[src/rtl/select_encode_regfile.sv]
// select_encode_regfile
// Destination side of the datapath bus. Holds general registers R0..R15,
// latches the bus into the register picked by the IR Ra/Rb/Rc fields,
// produces the one-hot R0out..R15out strobes for the bus source encoder,
// the sign-extended constant C, and the base-address view of R0.
// There is no valid/ready handshake here: Rin/Rout/BAout are single-cycle
// strobes from the control unit, and they take effect in the cycle they are high.
module select_encode_regfile #(
  parameter int DATA_W = 32,
  parameter int NREG   = 16
) (
  input  logic                     clock,
  input  logic                     clear,
  input  logic [DATA_W-1:0]        bus_in,
  input  logic [31:0]              IR,
  input  logic                     Gra,
  input  logic                     Grb,
  input  logic                     Grc,
  input  logic                     Rin,
  input  logic                     Rout,
  input  logic                     BAout,
  output logic [NREG-1:0]          r_out,
  output logic [NREG*DATA_W-1:0]   r_data,
  output logic [DATA_W-1:0]        r0_bus,
  output logic [31:0]              c_sign,
  output logic                     sel_err
);

  // IR field positions for the three register specifiers
  localparam int RA_LSB = 23;
  localparam int RB_LSB = 19;
  localparam int RC_LSB = 15;

  logic [3:0]        ra;
  logic [3:0]        rb;
  logic [3:0]        rc;
  logic [3:0]        sel;
  logic [NREG-1:0]   dec;
  logic [DATA_W-1:0] regs [NREG];

  logic              any_access;
  logic              multi_g;
  logic              no_g;
  logic              illegal;

  // IR[31:27] carries the opcode, which this block never looks at
  logic              unused_opcode;
  assign unused_opcode = &{1'b0, IR[31:27]};

  assign ra = IR[RA_LSB +: 4];
  assign rb = IR[RB_LSB +: 4];
  assign rc = IR[RC_LSB +: 4];

  // Field select: OR-merge of the gated fields; with no G* asserted this is R0
  always_comb begin
    sel = (ra & {4{Gra}}) | (rb & {4{Grb}}) | (rc & {4{Grc}});
  end

  // One-hot decode of the selected register number
  always_comb begin
    dec = {{(NREG-1){1'b0}}, 1'b1} << sel;
  end

  // Read strobes go to the bus encoder in the same cycle, no latency
  always_comb begin
    r_out = (Rout | BAout) ? dec : {NREG{1'b0}};
  end

  // Illegal control combinations: ambiguous register select while accessing,
  // two read sources at once, or a write with no register field selected
  always_comb begin
    any_access = Rin | Rout | BAout;
    multi_g    = (Gra & Grb) | (Gra & Grc) | (Grb & Grc);
    no_g       = ~(Gra | Grb | Grc);
    illegal    = (multi_g & any_access) | (Rout & BAout) | (Rin & no_g);
  end

  // Register file write; clear wipes everything and overrides a same-edge write
  always_ff @(posedge clock or posedge clear) begin
    if (clear) begin
      for (int i = 0; i < NREG; i++) begin
        regs[i] <= '0;
      end
    end else if (Rin) begin
      regs[sel] <= bus_in;
    end
  end

  // Sticky illegal-select flag; only clear can drop it
  always_ff @(posedge clock or posedge clear) begin
    if (clear) begin
      sel_err <= 1'b0;
    end else if (illegal) begin
      sel_err <= 1'b1;
    end
  end

  // Flatten the register array for the bus mux
  always_comb begin
    r_data = '0;
    for (int i = 0; i < NREG; i++) begin
      r_data[i*DATA_W +: DATA_W] = regs[i];
    end
  end

  // Base-address mode reads R0 as zero without touching the stored value
  always_comb begin
    r0_bus = BAout ? {DATA_W{1'b0}} : regs[0];
  end

  // Sign-extend the 19-bit immediate held in IR[18:0]
  always_comb begin
    c_sign = {{13{IR[18]}}, IR[18:0]};
  end

endmodule

[config.mk]
export PLATFORM = sky130hd
export DESIGN_NAME = select_encode_regfile
export DESIGN_NICKNAME = d
export VERILOG_FILES = /design/src/rtl/select_encode_regfile.sv
export SDC_FILE = /design/constraint.sdc
export NUM_CORES = 1
export LEC_CHECK = 0
export CORE_ASPECT_RATIO = 0.5
export CORE_MARGIN = 2
export CORE_UTILIZATION = 30
export CTS_CLUSTER_SIZE = 16
export DETAILED_ROUTE_END_ITERATION = 6
export SLEW_MARGIN = 20
export SYNTH_ARGS = -nofsm -noshare
export SYNTH_HDL_FRONTEND = slang
export SYNTH_SLANG_ARGS = --single-unit
[constraint.sdc]
create_clock -name clock -period 24.4 [get_ports clock]
set_input_delay 4.88 -clock clock [delete_from_list [all_inputs] [get_ports clock]]
set_output_delay 4.88 -clock clock [all_outputs]
set_load 0.02 [all_outputs]
Yosys cells after proc, flatten, opt, wreduce, memory -nomap -nowiden

Cells that the tools add are included.

Output and inout bits: 593
Bits of input ports: 72
Flip-flop bits (word level): 513
Logic and storage cells: 48

Magnitude comparators: 2
Shifts and indexed selects: 1
Reduce and logical (&&, ||, !) cells: 1
Bitwise gates (word level): 22
Multiplexer cells: 5

Operators by type and width:

| operator               | number |
|---|---|
| $bwmux W512            | 1 |
| $demux W32 S4          | 1 |
| $mux W32               | 2 |
| $mux W16               | 1 |
| $shl A1 B4 Y16 const A | 1 |
| $and A4 B4 Y4          | 3 |
| $or A1 B1 Y1           | 9 |
| $or A4 B4 Y4           | 2 |
| $and A1 B1 Y1          | 6 |
| $ge A5 B5 Y1 const B   | 1 |
| $lt A5 B1 Y1 const B   | 1 |
| $not A4 Y5             | 1 |
| $logic_and A1 B1 Y1    | 1 |
| $not A1 Y1             | 1 |

Longest topological paths before layout

Depth in word-level cells: 9
Depth in mapped cells: 7
Mapped depth without buffers: 4

Worst setup path before layout

Ideal clock, no wire load.

Path type: input port to output port
Start point: input port IR[24]
End point: output port r_out[0]
Arrival time: 6.096 ns
Path slack: 13.424 ns
Required time: 19.520 ns
Stages: 3
Buffers on the path: 0
Cell sequence: a222oi_1 nand3_1 nor2_1

Word-level cells in the longest chain between the ends: 5

Ends and longest elaborated chain:

| element                   | line | text |
|---|---|---|
| start: declaration        | 15   | `input logic [31:0] IR,` |
| $and A4 B4 Y4             | 56   | `sel = (ra & {4{Gra}}) \| (rb & {4{Grb}}) \| (rc & {4{Grc}});` |
| $or A4 B4 Y4 (2 in a row) | 56   |  |
| $shl A1 B4 Y16            | 61   | `dec = {{(NREG-1){1'b0}}, 1'b1} << sel;` |
| $mux W16                  | 66   | `r_out = (Rout \| BAout) ? dec : {NREG{1'b0}};` |
| end: declaration          | 22   | `output logic [NREG-1:0] r_out,` |

Every way passes these cells.

Worst setup path in the final report

Start point: input port IR[18]
End point: output port r_out[6]

Word-level cells in the longest chain between the ends: 4

Ends and longest elaborated chain:

| element        | line |
|---|---|
| $and A4 B4 Y4  | 56 |
| $or A4 B4 Y4   | 56 |
| $shl A1 B4 Y16 | 61 |
| $mux W16       | 66 |

Every way passes these cells.

==> results <==
- The flow ran to the end, and the final reports show no timing, DRC or antenna violations.
- The origin of the worst min-delay path is r_data[383].
- In the layout the commonest cells are clkdlybuf4s50_1 (628), dfrtp_1 (513), mux2_2 (507).
- Input and output buffers added on the ports amount to 629.
- The number of antenna violations at the first check in global routing came to 3.
- Entering global routing, the biggest net connects 151 pins.
- The total global-route track usage is 19.7%.
- The synthesized netlist devotes 0% of its cell area to adder and majority cells.
- Registers take 0.0128 sq mm.
- Of all cell types, the one taking the most synthesized area is dfrtp_1.
- The remaining antenna violation count is 0.
- The congestion estimate from routability-driven global placement came to 0.810.
- The count of placed standard cells in the final layout, fillers left out is 2738.
- The global routing usage on met1 is 22.9%.
- The peak supply drop is 0.0547 mV.
- The kind of end point of the critical path is an output port.
- Net switching is 34.8% of the power.
- The row count is 66.
- By area, the combinational part of the netlist is dominated by multiplexers.
- The launching element of the worst setup path is IR[18].
- The detailed-route wire length is 70.4 mm.
- CTS built an H-tree with a depth of 2.
- The placeable core area is 0.0652 sq mm.
- When the netlist entered floorplanning its net count stood at 1308.
- The start-to-end type of the worst setup path is in -> out.
- The data arrival time at the worst-slack endpoint is 7920 ps.
- The total overflow left after global routing is 0.
- The multiplexer area fraction after synthesis is 29.1%.
- The number of global-route vias before repair is 12200.
- The worst hold margin is 497 ps.
- Measured against its own limit, the worst slew margin works out to 26.4%.
- The area fraction in compound gates after synthesis is 0.296%.
- From left edge to right edge, the die measures 368 microns.
- The die covers 0.0684 sq mm.
- Setup violations remaining at the end of the flow were counted as 0.
- The busiest layer in global routing is met2.
- Once placement completed, the tool counted placed cells totaling 2649.
- In this run the post-CTS setup repair buffer count came out at 0.
- The die outline height is 186 microns.
- The met3 layer usage reported by global route is 2.86%.
- The worst setup path is launched from an input port.
- The library cell used most frequently in the layout, excluding fill and tap cells, is clkdlybuf4s50_1.
- The count of final max-slew check failures was 0.
- Setup slack closes at 11600 ps.
- The total of flip-flops plus latches after synthesis is 513.
- The detailed router placed 12700 vias in this run.
- At the end of the flow, the number of nets in the layout was 1889.
- The sequential share of power is 36.8%.
- The clock power share is 21.9%.
- The average wire per standard cell is 25.7 microns.
- The count of cell types in the netlist is 24.
- The clock slew at the register clock pins of the worst setup and hold paths is 60 ps.
- Cells with a size suffix above 1 make up 33.6% of the layout.
- For the worst-skew pair, the clock arrives at the later sink with an insertion delay of 560 ps.
- The maximum clock path buffer count is 3.
- The synthesized netlist devotes 0.0441% of its cell area to XOR and XNOR gates.
- The net load switching power is 1.21 mW.
- The footprint of the multi-input gates is 0.00636 sq mm.
- TritonCTS built the clock tree.
- The number of hold violations in the final report came to 0.
- In this run the count of I/O pins placed on the die edge is 665.
- The number of clock buffers added by TritonCTS is 50.
- Buffers inserted to repair hold after CTS numbered 0.
- Detailed placement finished with a half-perimeter wire length of 49.2 mm.
- The power density relative to cell area is 122 mW/mm^2.
- The setup TNS after final layout is 0 ps.
- For the finished layout, the period the worst path requires is 12800 ps.
- Timing analysis after detailed placement gives a worst setup slack of 11670 ps.
- The utilization of the core after routing is 43.5%.
- The detailed router's first-iteration violation count is 606.
- The number of fillers in the final layout is 6031.
- The synthesized design devotes to its leading area cell type 64.7% of total area.
- After synthesis, the mean cell area works out to 16.1 sq um.
- The clock arrives with 0 ps of skew.
- The first-pass GRT wire length is 95.8 mm.
- The setup slack on the worst flop-to-flop path is 23450 ps.
- The number of vias per cell after detailed routing is 4.64.
- The worst hold path belongs to the class reg -> reg.
- The tree is rooted in a clkbuf_16.
- Global routing used 37.0% of the available met2 tracks.
- The area added between synthesis and finish is 42.8%.
- The tool flagged a number of max-cap violations equal to 0.
- For this run, design rule violations remaining after detail routing come to 0.
- The basic-gate share of the synthesized area counting and, or, nand and nor cells is 2.15%.
- The number of warning messages in the yosys log is 0.
- The number of clock sinks is 513.
- The achievable clock frequency is 0.0781 GHz.
- Ranked by total cell area, the synthesized netlist is headed by dfrtp_1 (65%), mux2_2 (29%), buf_4 (2.5%).
- Of the synthesized area, sequential elements account for 64.7%.
- The source of the worst register-to-register timing path is r_data[19].
- The actual slew at the worst max-slew pin is 1100 ps.
- The internal power is 2.26 mW.
- The first detailed-routing pass ran for 5 iterations.
- Per report_power, the combinational group accounts for 41.3% of the total.
- The critical-path maximum fanout is 15.
- The critical path data required time is 19520 ps.
- The area of the mapped netlist is 0.0199 sq mm.
- Post-CTS repair changed the size of 0 cells.
- The number of standard cells after synthesis is 1236.
- The starting density of the core is 30.4%.
- Setup repair after global routing left no endpoint under its margin.
- The final cycle utilization of the critical path is 52.5%.
- The static leakage is 11.9 nW.
path summary, 6_finish.rpt:
kind | end | cells past startpoint
min in group asynchronous | r_data[115] | 2
max in group asynchronous | r_data[129] | 4
min reg2reg | r_data[383] | 1
min | r_data[383] | 1
max reg2reg | r_data[19] | 1
max | r_out[6] | 5
synthesized netlist by cell type:
| master | n |
|---|---|
| dfrtp_1 | 513 |
| mux2_2 | 507 |
| buf_4 | 65 |
| clkbuf_1 | 38 |
| nor2b_1 | 33 |
| nor2_1 | 30 |
| buf_2 | 14 |
| nand2b_1 | 5 |
| a222oi_1 | 4 |
| nand3b_1 | 4 |
| mux2_1 | 3 |
| nand2_1 | 3 |
| nand3_1 | 3 |
| buf_6 | 2 |
| mux2_4 | 2 |
| or2_2 | 2 |
| a21oi_1 | 1 |
| clkbuf_2 | 1 |
| clkbuf_8 | 1 |
| inv_1 | 1 |
| nor3b_1 | 1 |
| o21ai_0 | 1 |
| o32ai_1 | 1 |
| xnor2_1 | 1 |
power groups by stage:
stage	Combinational, mW	Clock [mW]	Sequential, mW
6_report	1.43	0.760	1.28
5_1_grt	1.48	0.820	1.31
4_1_cts	1.45	0.782	1.28
3_5_place_dp	1.45	0	1.29
3_3_place_gp	1.44	0	1.28
2_1_floorplan	0.305	0	1.64
kinds of logic after synthesis:
kind of cell / count (synthesis)
DFF: 513
and+or+nand+nor: 81
AOI/OAI and AO/OA: 7
xor gates and xnor gates: 1
muxes: 512
buffers and inverters: 122
area by class of cell:
class / count / area share, %
Sequential cell: 513 / 45.3
Timing Repair Buffer: 650 / 22.8
Multi-Input combinational cell: 601 / 22.4
Clock buffer: 73 / 5.07
Tap cell: 884 / 3.90
Clock inverter: 14 / 0.459
Inverter: 1 / 0.0397
Antenna cell: 2 / 0.0177
flip-flops by register name, indices dropped and copies added, names as in the netlist:
signal   count
r_data     512
sel_err      1
routing by layer:
layer,up-vias,wire (microns)
met2,253,38600
met1,6908,26500
met3,129,2630
met4,0,2700
li1,5415,-
met5,-,0
critical path, cell delays in order:
cell and delay [ps]:
clkdlybuf4s50_1 690, a222oi_1 700, nand2b_1 510, nor2_1 450, clkdlybuf4s50_1 680
stage by stage:
step | total power, mW | cell area (sq um)
floorplan | 1.95 | 19900
global placement | 2.72 | 26800
detailed placement | 2.75 | 26800
CTS | 3.51 | 28300
global route | 3.61 | 28300
finish | 3.47 | 28400
No activity file was read; power rests on OpenSTA's default activity.
